[src/rtl/quiz3_pkg.sv]
// Shared types and default constants for the quiz3 binary entry checker.
package quiz3_pkg;

  typedef enum logic {
    COLLECT = 1'b0,
    FULL    = 1'b1
  } state_e;

  localparam int N_DIGITS_DEF    = 5;
  localparam int THRESHOLD_DEF   = 3;
  localparam int SYNC_STAGES_DEF = 2;

endpackage

[src/rtl/btn_sync_edge.sv]
// Synchronizer chain plus falling-edge detector for one active-low button.
module btn_sync_edge
  import quiz3_pkg::*;
#(
  parameter int SYNC_STAGES = SYNC_STAGES_DEF
) (
  input  logic clk,
  input  logic rst,
  input  logic btn_n,
  output logic press
);

  logic [SYNC_STAGES-1:0] sync_q, sync_d;
  logic                   last_q, last_d;

  always_comb begin
    sync_d = {sync_q[SYNC_STAGES-2:0], btn_n};
    last_d = sync_q[SYNC_STAGES-1];
  end

  // All flops reset to the released level so no spurious press follows reset.
  always_ff @(posedge clk) begin
    if (rst) begin
      sync_q <= '1;
      last_q <= 1'b1;
    end else begin
      sync_q <= sync_d;
      last_q <= last_d;
    end
  end

  assign press = last_q & ~sync_q[SYNC_STAGES-1];

endmodule

[src/rtl/quiz3.sv]
// Five-digit binary entry checker: collects digits from two buttons and lights
// the LED on entry when enough of the collected digits are 1.
module quiz3
  import quiz3_pkg::*;
#(
  parameter int N_DIGITS    = N_DIGITS_DEF,
  parameter int THRESHOLD   = THRESHOLD_DEF,
  parameter int SYNC_STAGES = SYNC_STAGES_DEF
) (
  input  logic clk,
  input  logic rst,
  input  logic btn0,
  input  logic btn1,
  input  logic btnEntry,
  output logic ledLight
);

  localparam int CW = $clog2(N_DIGITS + 1);
  localparam logic [CW-1:0] N_CW = CW'(N_DIGITS);
  localparam int unsigned TH_U = THRESHOLD;

  function automatic logic [CW-1:0] popcount(input logic [N_DIGITS-1:0] v);
    logic [CW-1:0] s;
    s = '0;
    for (int i = 0; i < N_DIGITS; i++) begin
      s = s + CW'(v[i]);
    end
    return s;
  endfunction

  logic ev0, ev1, ev_entry;

  btn_sync_edge #(.SYNC_STAGES(SYNC_STAGES)) u_sync0 (
    .clk   (clk),
    .rst   (rst),
    .btn_n (btn0),
    .press (ev0)
  );

  btn_sync_edge #(.SYNC_STAGES(SYNC_STAGES)) u_sync1 (
    .clk   (clk),
    .rst   (rst),
    .btn_n (btn1),
    .press (ev1)
  );

  btn_sync_edge #(.SYNC_STAGES(SYNC_STAGES)) u_sync_entry (
    .clk   (clk),
    .rst   (rst),
    .btn_n (btnEntry),
    .press (ev_entry)
  );

  state_e                state_q, state_d;
  logic [N_DIGITS-1:0]   code_q, code_d;
  logic [CW-1:0]         cnt_q, cnt_d;
  logic                  led_q, led_d;
  logic                  digit_ev;
  logic [CW-1:0]         ones;

  // Simultaneous 0 and 1 presses cancel each other out.
  assign digit_ev = ev0 ^ ev1;
  assign ones     = popcount(code_q);

  always_comb begin
    state_d = state_q;
    code_d  = code_q;
    cnt_d   = cnt_q;
    led_d   = led_q;
    if (ev_entry) begin
      // Entry wins over a same-cycle digit; the digit is dropped.
      led_d   = (cnt_q == N_CW) && (32'(ones) >= TH_U);
      code_d  = '0;
      cnt_d   = '0;
      state_d = COLLECT;
    end else if (state_q == COLLECT && digit_ev) begin
      code_d = {code_q[N_DIGITS-2:0], ev1};
      cnt_d  = cnt_q + CW'(1);
      if (cnt_d == N_CW) begin
        state_d = FULL;
      end
    end
  end

  always_ff @(posedge clk) begin
    if (rst) begin
      state_q <= COLLECT;
      code_q  <= '0;
      cnt_q   <= '0;
      led_q   <= 1'b0;
    end else begin
      state_q <= state_d;
      code_q  <= code_d;
      cnt_q   <= cnt_d;
      led_q   <= led_d;
    end
  end

  assign ledLight = led_q;

endmodule

[config.mk]
export PLATFORM = sky130hd
export DESIGN_NAME = quiz3
export DESIGN_NICKNAME = d
export VERILOG_FILES = /design/src/rtl/quiz3_pkg.sv /design/src/rtl/btn_sync_edge.sv /design/src/rtl/quiz3.sv
export SDC_FILE = /design/constraint.sdc
export NUM_CORES = 1
export LEC_CHECK = 0
export CORE_AREA = 2 2 39 41
export CTS_BUF_LIST = sky130_fd_sc_hd__clkbuf_16
export CTS_CLUSTER_DIAMETER = 80
export DETAILED_ROUTE_END_ITERATION = 8
export DIE_AREA = 0 0 41 43
export DONT_BUFFER_PORTS = 1
export GPL_ROUTABILITY_DRIVEN = 1
export PLACE_DENSITY = 0.86
export SLEW_MARGIN = 5
export SYNTH_ARGS = -nofsm -noshare
export SYNTH_HDL_FRONTEND = slang
export SYNTH_HIERARCHICAL = 1
export SYNTH_SLANG_ARGS = --single-unit
[constraint.sdc]
create_clock -name clk -period 3.7 [get_ports clk]
set_clock_uncertainty 0.15 [all_clocks]
set_input_delay 0.555 -clock clk [delete_from_list [all_inputs] [get_ports clk]]
set_output_delay 0.555 -clock clk [all_outputs]
set_load 0.01 [all_outputs]
==> results.json, run 1 <==
{
  "ctsResizeCount": 0,
  "track_usage_pct": 20.3,
  "area_delta_synth_final_pct": 11.7,
  "rows": 14,
  "nets": 96,
  "max_stage_delay_ns": 0.50,
  "clock_path_buffers": 2,
  "rsz0062_at_grt": "false",
  "cts.sinks": 19,
  "p_per_area_nw_per_um2": 502,
  "critical_path_class": "reg -> reg",
  "ir_drop_mv": 0.362,
  "outcome": "completed",
  "placed_area_um2": 816,
  "power.leakage_nw": 0.349,
  "hold_end": "ledLight",
  "crit_fanout": 4,
  "power_frac_comb_pct": 4.6,
  "p_clk_share_pct": 47.9,
  "end_kind": "flip-flop",
  "avgSynthCellArea_um2": 9.89,
  "timing.rr.start": "code_q[0]",
  "netlist_area_um2": 801,
  "final.fill_count": 110,
  "die_height_um": 43,
  "synth_warnings": 6,
  "finalHoldViolations": 0,
  "insertion_delay_ns": 0.25,
  "drv_slew": 0,
  "clk_pin_slew_ns": 0.05,
  "antenna_left": 0,
  "place.detailed.hpwl_um": 962,
  "final_cell_area_um2": 895,
  "fin_crit_sh_pct": 61.3,
  "r2r-end": "ledLight",
  "cp_slowest_cell": "fa_1",
  "seqPwrFrac_pct": 47.5,
  "crit_path_start_kind": "flip-flop",
  "ioPinCount": 6,
  "initial_core_util_pct": 57.9,
  "post-cts-setup-buffers": 0,
  "tightest_slew_ns": 0.693,
  "cts_hold_buf": 0,
  "portBuffers": 0,
  "overflow": 0,
  "hp-class": "in -> reg",
  "grt_pass1_wl_um": 2260,
  "period_needed_ns": 2.27,
  "grt_pass1_vias": 584,
  "dr.pass1.iters": 4,
  "multi_input_area_um2": 374,
  "grt_max_degree": 13,
  "cts_tree": "yes",
  "final_common_cell": "dfxtp_1",
  "gp_congestion": 0.723,
  "synthDistinctLibCells": 25,
  "drv_cap": 0,
  "antenna_found_initial": 0,
  "reg2reg_slack_ns": 1.43,
  "total_power_mw": 0.449,
  "setup_viol": 0,
  "viasPerCell": 5.51,
  "fin_util_pct": 64.6,
  "final_cell_mix": "dfxtp_1 (19), inv_1 (12), or2_1 (9)",
  "htree_levels": 1,
  "required_ns": 3.68,
  "switching_share_pct": 19.2,
  "slew_headroom_pct": 53.6,
  "worstPathArrival_ns": 2.25,
  "vias": 551,
  "regArea_um2": 380,
  "synth-seq-cells": 19,
  "core_um2": 1380,
  "layout-drive-gt1-share_pct": 5.95,
  "drc": 0,
  "setup_tns_ns": 0,
  "synth_fp_nets": 92,
  "drt_iter0_drc": 8,
  "dieArea_um2": 1760,
  "diodes": 0,
  "reg2reg_depth": 8,
  "clockRootBuffer": "clkbuf_16",
  "numCtsBuffers": 3,
  "synth.yosys.seq_area_share_pct": 47.5,
  "fmax_mhz": 441,
  "netSwitchingPower_mw": 0.0865,
  "drt-total-wl_um": 1340,
  "hp-start": "rst",
  "worstPathCellList": "inv_1, fa_1, fa_1, inv_1, ha_1, nor2b_1, o2111ai_1, a21oi_1",
  "synthCells": 81,
  "fp.dieW_um": 41,
  "intPower_mw": 0.363,
  "min_delay_path_depth": 1,
  "routedWlPerCell_um": 13.4
}
## logic make-up after synthesis
logic type	share of synthesized area [%]
AND/OR/NAND/NOR	18.1
flip-flops	47.5
buffers and inverters	5.78
AO/OA/AOI/OAI	8.91
adder cells (fa/ha/maj)	11.3
multiplexers	6.25
XOR/XNOR	2.19
## stage by stage
step / setup slack (ns) / hold slack [ns] / std cells
finish: 1.43 / 0.220 / 100
global route: 1.30 / 0.211 / 100
CTS: 1.43 / 0.215 / 100
detailed placement: 1.45 / 0.257 / 96
global placement: 1.55 / 0.239 / 96
floorplan: 1.59 / 0.235 / 81
## flip-flops by register name, indices dropped and copies added (netlist names)
signal / flops
code_q: 5
cnt_q: 3
u_sync0/sync_q: 2
u_sync1/sync_q: 2
u_sync_entry/sync_q: 2
ledLight: 1
state_q: 1
u_sync0/last_q: 1
u_sync1/last_q: 1
u_sync_entry/last_q: 1
## final cells by class
cell class | count | share of cell area, %
clock inverter | 1 | 0.420
inverter | 11 | 4.62
tap | 16 | 2.24
sequential | 19 | 42.5
multi-input combinational | 50 | 41.8
clock buffer | 3 | 8.39
## synth_stat cells
cell type,instances,area [µm²]
a21boi_0,1,7.51
a21boi_1,1,7.51
a21oi_1,1,5.00
a22o_1,1,8.76
a31o_2,1,8.76
and3_1,1,6.26
buf_2,1,5.00
dfxtp_1,19,380
fa_1,2,40.0
ha_1,4,50.1
inv_1,11,41.3
mux2i_1,5,50.1
nand2_1,7,26.3
nand2b_1,1,6.26
nor2_1,2,7.51
nor2_2,1,6.26
nor2b_1,4,25.0
nor3_1,1,5.00
o2111ai_1,1,8.76
o21ai_0,3,15.0
o311a_1,1,10.0
or2_1,9,56.3
or3_1,1,6.26
xnor2_1,1,8.76
xor2_1,1,8.76
## per-layer routing
layer | share of wire (%) | track usage, % | vias up
li1 | - | - | 265
met1 | 39 | 20.1 | 262
met2 | 53 | 30.9 | 16
met3 | 4.0 | 6.28 | 8
met4 | 4.6 | 19.3 | 0
met5 | 0 | 0 | -
## power by group through the flow
stage	Combinational [mW]	Clock [mW]	Sequential (mW)
after global routing	0.0237	0.228	0.214
after global placement	0.0193	0	0.217
after detailed placement	0.0203	0	0.218
after CTS	0.0208	0.219	0.214
after floorplan	0.0171	0	0.217
final	0.0207	0.215	0.214
## how the worst max path moves through the flow
stage / start / cells past startpoint / slack [ns] / end
2_1_floorplan: code_q[0] / 8 / 1.59 / ledLight
3_3_place_gp: code_q[0] / 8 / 1.55 / ledLight
3_5_place_dp: code_q[0] / 8 / 1.45 / ledLight
4_1_cts: code_q[0] / 8 / 1.43 / ledLight
5_1_grt: code_q[0] / 8 / 1.30 / ledLight
6_report: code_q[0] / 8 / 1.43 / ledLight
## critical path: cells and delay by family, from the launching register on
family	cells	cell delay (ns)
adders and majority gates	3	1.08
and+or+nand+nor	1	0.13
AOI/OAI and AO/OA	2	0.27
buffers and inverters	2	0.14
DFF	1	0.37
Note: power is estimated with default switching activity, not from simulation.
==> run 2: changes to the inputs <==
- CORE_AREA: 2 2 39 41 -> not set
- CORE_UTILIZATION: not set -> 52
- DIE_AREA: 0 0 41 43 -> not set
- PLACE_DENSITY: 0.86 -> 0.8
- clock period: 3.7 -> 1.95 ns (I/O delays scaled with it)
==> run 2 against run 1 <==
Critical path type unchanged. Critical path depth stayed put. Sequential cell count stayed put. Non-clock buffer count is 13 higher. Count of clock-buffer cells in the layout stayed put. Critical endpoint unchanged. The flow now finishes with violations (setup timing). Fmax is 9.6% higher. Via count is 7.6% higher.
==> results.json, run 2 (synthesis results as in run 1) <==
{
  "outcome": "complete, but fails checks",
  "violations": "setup timing",
  "critPathBufInv": 2,
  "power.leakage_nw": 0.389,
  "drc": 0,
  "fin_crit_sh_pct": 106,
  "antenna_left": 0,
  "grt_pass1_wl_um": 2190,
  "max_stage_delay_ns": 0.49,
  "grt_pass1_vias": 535,
  "crit_path_start_kind": "flip-flop",
  "finalWorstSetupSlack_ns": -0.117,
  "dr.pass1.iters": 4,
  "clockRootBuffer": "clkbuf_16",
  "final_cell_mix": "dfxtp_1 (16), dlygate4sd3_1 (11), or2_1 (9)",
  "dp_worst_setup_slack_ns": -0.186,
  "cts.sinks": 19,
  "nets": 109,
  "rsz0062_at_grt": "true",
  "top_register": "code_q",
  "core_um2": 1370,
  "diodes": 0,
  "place.detailed.hpwl_um": 820,
  "switching_share_pct": 20.2,
  "setup_viol": 1,
  "insertion_delay_ns": 0.25,
  "slew_headroom_pct": 65.9,
  "gp_congestion": 0.700,
  "cts_tree": "yes",
  "period_needed_ns": 2.07,
  "initial_core_util_pct": 58.6,
  "required_ns": 1.94,
  "largest_register_ffs": 5,
  "finalHoldViolations": 0,
  "dieArea_um2": 1700,
  "portBuffers": 0,
  "seqPwrFrac_pct": 45.7,
  "area_delta_synth_final_pct": 31.4,
  "overflow": 0,
  "hp-class": "in -> reg",
  "worstPathArrival_ns": 2.05,
  "antenna_found_initial": 0,
  "htree_levels": 1,
  "rows": 13,
  "reg_top3": "code_q x5, cnt_q x3",
  "numCtsBuffers": 3,
  "critPathTopFamily": "adder cells",
  "end_kind": "flip-flop",
  "track_usage_pct": 21.1,
  "drt-total-wl_um": 1410,
  "drv_slew": 0,
  "crit_top_cell": "inv_2",
  "intPower_mw": 0.707,
  "placed_area_um2": 832,
  "fp.dieW_um": 41.2,
  "layout-drive-gt1-share_pct": 18.6,
  "ir_drop_mv": 0.669,
  "grt_max_degree": 12,
  "fmax_mhz": 484,
  "final.fill_count": 85,
  "regArea_um2": 384,
  "vias": 593,
  "p_clk_share_pct": 47.5,
  "clock_path_buffers": 2,
  "multi_input_area_um2": 403,
  "routedWlPerCell_um": 12.6,
  "netSwitchingPower_mw": 0.180,
  "worstPathCellList": "inv_2, fa_1, fa_2, inv_2, ha_4, nor2b_4, o2111ai_2, a21oi_1",
  "p_per_area_nw_per_um2": 843,
  "viasPerCell": 5.29,
  "ioPinCount": 6,
  "final_cell_area_um2": 1050,
  "final_common_cell": "dfxtp_1",
  "power_frac_comb_pct": 6.8,
  "drv_cap": 0,
  "crit_fanout": 2,
  "tightest_slew_ns": 0.510,
  "critical_path_class": "reg -> reg",
  "clk_pin_slew_ns": 0.05,
  "drt_iter0_drc": 12,
  "die_height_um": 41.2,
  "cp_slowest_cell": "fa_1"
}
==> run 2: power groups by stage <==
stage	combinational [mW]	sequential [mW]	clock, mW
6_report	0.0606	0.405	0.421
5_1_grt	0.0670	0.406	0.442
4_1_cts	0.0600	0.405	0.428
3_5_place_dp	0.0411	0.413	0
3_3_place_gp	0.0404	0.412	0
2_1_floorplan	0.0324	0.412	0
==> run 2: final cells by class <==
class,count,area share [%]
repair buffers,13,11.9
clock inverters,1,0.476
inverters,11,3.92
flip-flops and latches,19,36.5
well taps,15,1.78
multi-input cells,50,38.3
clock buffers,3,7.13
==> run 2: final timing paths <==
check / start / to / slack [ns] / cells after the start
min: rst / code_q[0] / 0.19 / 2
max: code_q[3] / ledLight / -0.12 / 8
max reg2reg: code_q[3] / ledLight / -0.12 / 8
min reg2reg: u_sync0/sync_q[1] / u_sync0/last_q / 0.29 / 1
==> run 2: per-layer routing <==
metal | vias to the layer above | global-route usage, % | routed length [µm] | part of all wire, %
met2 | 11 | 37.9 | 682 | 48
li1 | 296 | - | - | -
met4 | 0 | 12.1 | 33 | 2.3
met5 | - | 0 | 0 | 0
met3 | 5 | 6.52 | 37 | 2.6
met1 | 281 | 21.2 | 660 | 47
==> run 2: stage by stage <==
stage          hold WS, ns  cells  util, %  TNS [ns]  power, mW
2_1_floorplan        0.212     81        -   -0.0933      0.444
3_3_place_gp         0.213     97     60.9    -0.116      0.453
3_5_place_dp         0.217     97     60.9    -0.186      0.454
4_1_cts              0.184    112     76.8    -0.198      0.893
5_1_grt              0.196    112     77.0    -0.207      0.916
6_report             0.188    112     77.0    -0.117      0.887
==> run 2: what timing repair did <==
action	CTS	global route
setup buffers	0	0
pin swaps	4	4
setup endpoints to repair	1	1
hold buffers	11	0
hold endpoints to repair	10	0
resized for setup	6	3
==> run 3: changes to the inputs <==
- PLACE_DENSITY: 0.8 -> 0.7
==> run 3 against run 2 <==
The flow still finishes with violations (setup timing). Critical endpoint unchanged. Die area unchanged. Largest cell class unchanged. Count of clock-buffer cells in the layout unchanged. Fmax down 1.4%. Utilization is 0.92 points lower. Hold slack about the same. Critical path type unchanged. Combinational power fell by 3.8%. Final area shrank 1.2%. First-iteration DRC count is 50% lower. Non-clock buffer count is 1 lower. Via count is 2.9% lower.
==> results.json, run 3 (synthesis results as in run 1) <==
{
  "fin_cells": 111,
  "top_register": "code_q",
  "critical_path_class": "reg -> reg",
  "drv_slew": 0,
  "crit_fanout": 2,
  "outcome": "complete, but fails checks",
  "required_ns": 1.94,
  "final_common_cell": "dfxtp_1",
  "cp-endpoint": "ledLight",
  "reg2reg_depth": 8,
  "die_height_um": 41.2,
  "total_power_mw": 0.876,
  "critPathTopFamily": "adder cells",
  "cp_slowest_cell": "fa_1",
  "rsz0062_at_grt": "true",
  "largest_register_ffs": 5,
  "startpoint": "code_q[0]",
  "cts.sinks": 19,
  "layout-drive-gt1-share_pct": 15.6,
  "antenna_left": 0,
  "fp.dieW_um": 41.2,
  "ir_drop_mv": 0.636,
  "worstPathCellList": "inv_2, fa_1, fa_2, inv_2, ha_4, nor2b_4, o2111ai_2, a21oi_1",
  "insertion_delay_ns": 0.25,
  "grt_max_degree": 13,
  "worst-path-stages": 8,
  "antenna_found_initial": 0,
  "r2r-end": "ledLight",
  "area_delta_synth_final_pct": 29.8,
  "rows": 13,
  "viasPerCell": 5.19,
  "period_needed_ns": 2.10,
  "drv_cap": 0,
  "end_kind": "flip-flop",
  "grt_pass1_vias": 536,
  "final.fill_count": 103,
  "diodes": 0,
  "setup_viol": 1,
  "crit_top_cell": "inv_2",
  "numCtsBuffers": 3,
  "placed_area_um2": 832,
  "grt_pass1_wl_um": 2240,
  "dr.pass1.iters": 4,
  "routedWlPerCell_um": 13.0,
  "initial_core_util_pct": 58.6,
  "fmax_mhz": 477,
  "critPathBufInv": 2,
  "violations": "setup timing",
  "clock_path_buffers": 2,
  "worstPathArrival_ns": 2.08,
  "overflow": 0,
  "nets": 108,
  "ioPinCount": 6,
  "power.leakage_nw": 0.386,
  "timing.rr.start": "code_q[0]",
  "cts_tree": "yes",
  "max_stage_delay_ns": 0.49,
  "vias": 576,
  "finalWorstSetupSlack_ns": -0.146,
  "htree_levels": 1,
  "portBuffers": 0,
  "final_cell_area_um2": 1040,
  "dieArea_um2": 1700,
  "slew_headroom_pct": 72.9,
  "clockRootBuffer": "clkbuf_16",
  "drt_iter0_drc": 6,
  "hp-class": "in -> reg",
  "place.detailed.hpwl_um": 816,
  "p_per_area_nw_per_um2": 842,
  "drt-total-wl_um": 1440,
  "track_usage_pct": 22.5,
  "clk_pin_slew_ns": 0.05,
  "whs_ns": 0.188,
  "tightest_slew_ns": 0.405,
  "dpl.cell_count": 97,
  "core_um2": 1370,
  "crit_path_start_kind": "flip-flop",
  "drc": 0,
  "reg2reg_slack_ns": -0.15,
  "reg_top3": "code_q x5, cnt_q x3",
  "finalHoldViolations": 0,
  "fin_crit_sh_pct": 108,
  "final_cell_mix": "dfxtp_1 (17), inv_1 (10), dlygate4sd3_1 (10)",
  "gp_congestion": 0.731
}
==> run 3: cell types whose count changed in the layout (fill, tap and decap cells not counted) <==
cell,previous run,this run
dfxtp_2,3,2
inv_1,8,10
dfxtp_1,16,17
clkinv_2,1,0
dlygate4sd3_1,11,10
inv_2,3,2
==> run 3: area by class of cell <==
class / count / area [µm²] / share of cell area [%]
multi-input combinational: 50 / 403 / 38.7
sequential: 19 / 383 / 36.8
timing repair buffer: 12 / 115 / 11.1
clock buffer: 3 / 75.1 / 7.22
inverter: 11 / 41.3 / 3.97
tap: 15 / 18.8 / 1.81
clock inverter: 1 / 3.75 / 0.361
==> run 3: worst register-to-register path, stage by stage (launching register included) <==
cell       delay [ns]
dfxtp_2          0.33
inv_2            0.04
fa_1             0.49
fa_2             0.35
inv_2            0.08
ha_4             0.19
nor2b_4          0.12
o2111ai_2        0.15
a21oi_1          0.08
==> run 3: power by group <==
part	internal [mW]	switching, mW
logic	0.0313	0.0270
clock network	0.273	0.140
registers	0.400	0.00548
==> run 3: metal layers <==
| metal | routed length [µm] | global-route usage (%) | up-vias |
|---|---|---|---|
| met5 | 0 | 0 | - |
| met4 | 40 | 14.5 | 0 |
| met3 | 71 | 9.78 | 5 |
| met2 | 686 | 36.7 | 11 |
| met1 | 639 | 23.2 | 269 |
| li1 | - | - | 291 |
==> run 3: repair_timing <==
action / in CTS / in global routing
resized for setup: 6 / 1
pin swaps: 4 / 4
hold endpoints to repair: 10 / 0
buffers inserted: 0 / 0
hold buffers: 10 / 0
setup endpoints to repair: 1 / 1
==> run 3: metrics by stage <==
stage | TNS [ns] | setup WS [ns] | utilization [%]
after floorplan | -0.0933 | -0.0933 | -
after global placement | -0.118 | -0.118 | 60.9
after detailed placement | -0.205 | -0.205 | 60.9
after CTS | -0.208 | -0.208 | 76.0
after global routing | -0.214 | -0.214 | 76.1
final | -0.146 | -0.146 | 76.1
==> run 3: how the worst min path moves through the flow <==
| stage | start | endpoint | depth (start not counted) |
|---|---|---|---|
| floorplan | rst | ledLight | 1 |
| global placement | rst | ledLight | 1 |
| detailed placement | rst | ledLight | 1 |
| CTS | rst | cnt_q[2] | 2 |
| global route | rst | cnt_q[2] | 2 |
| finish | rst | cnt_q[2] | 2 |
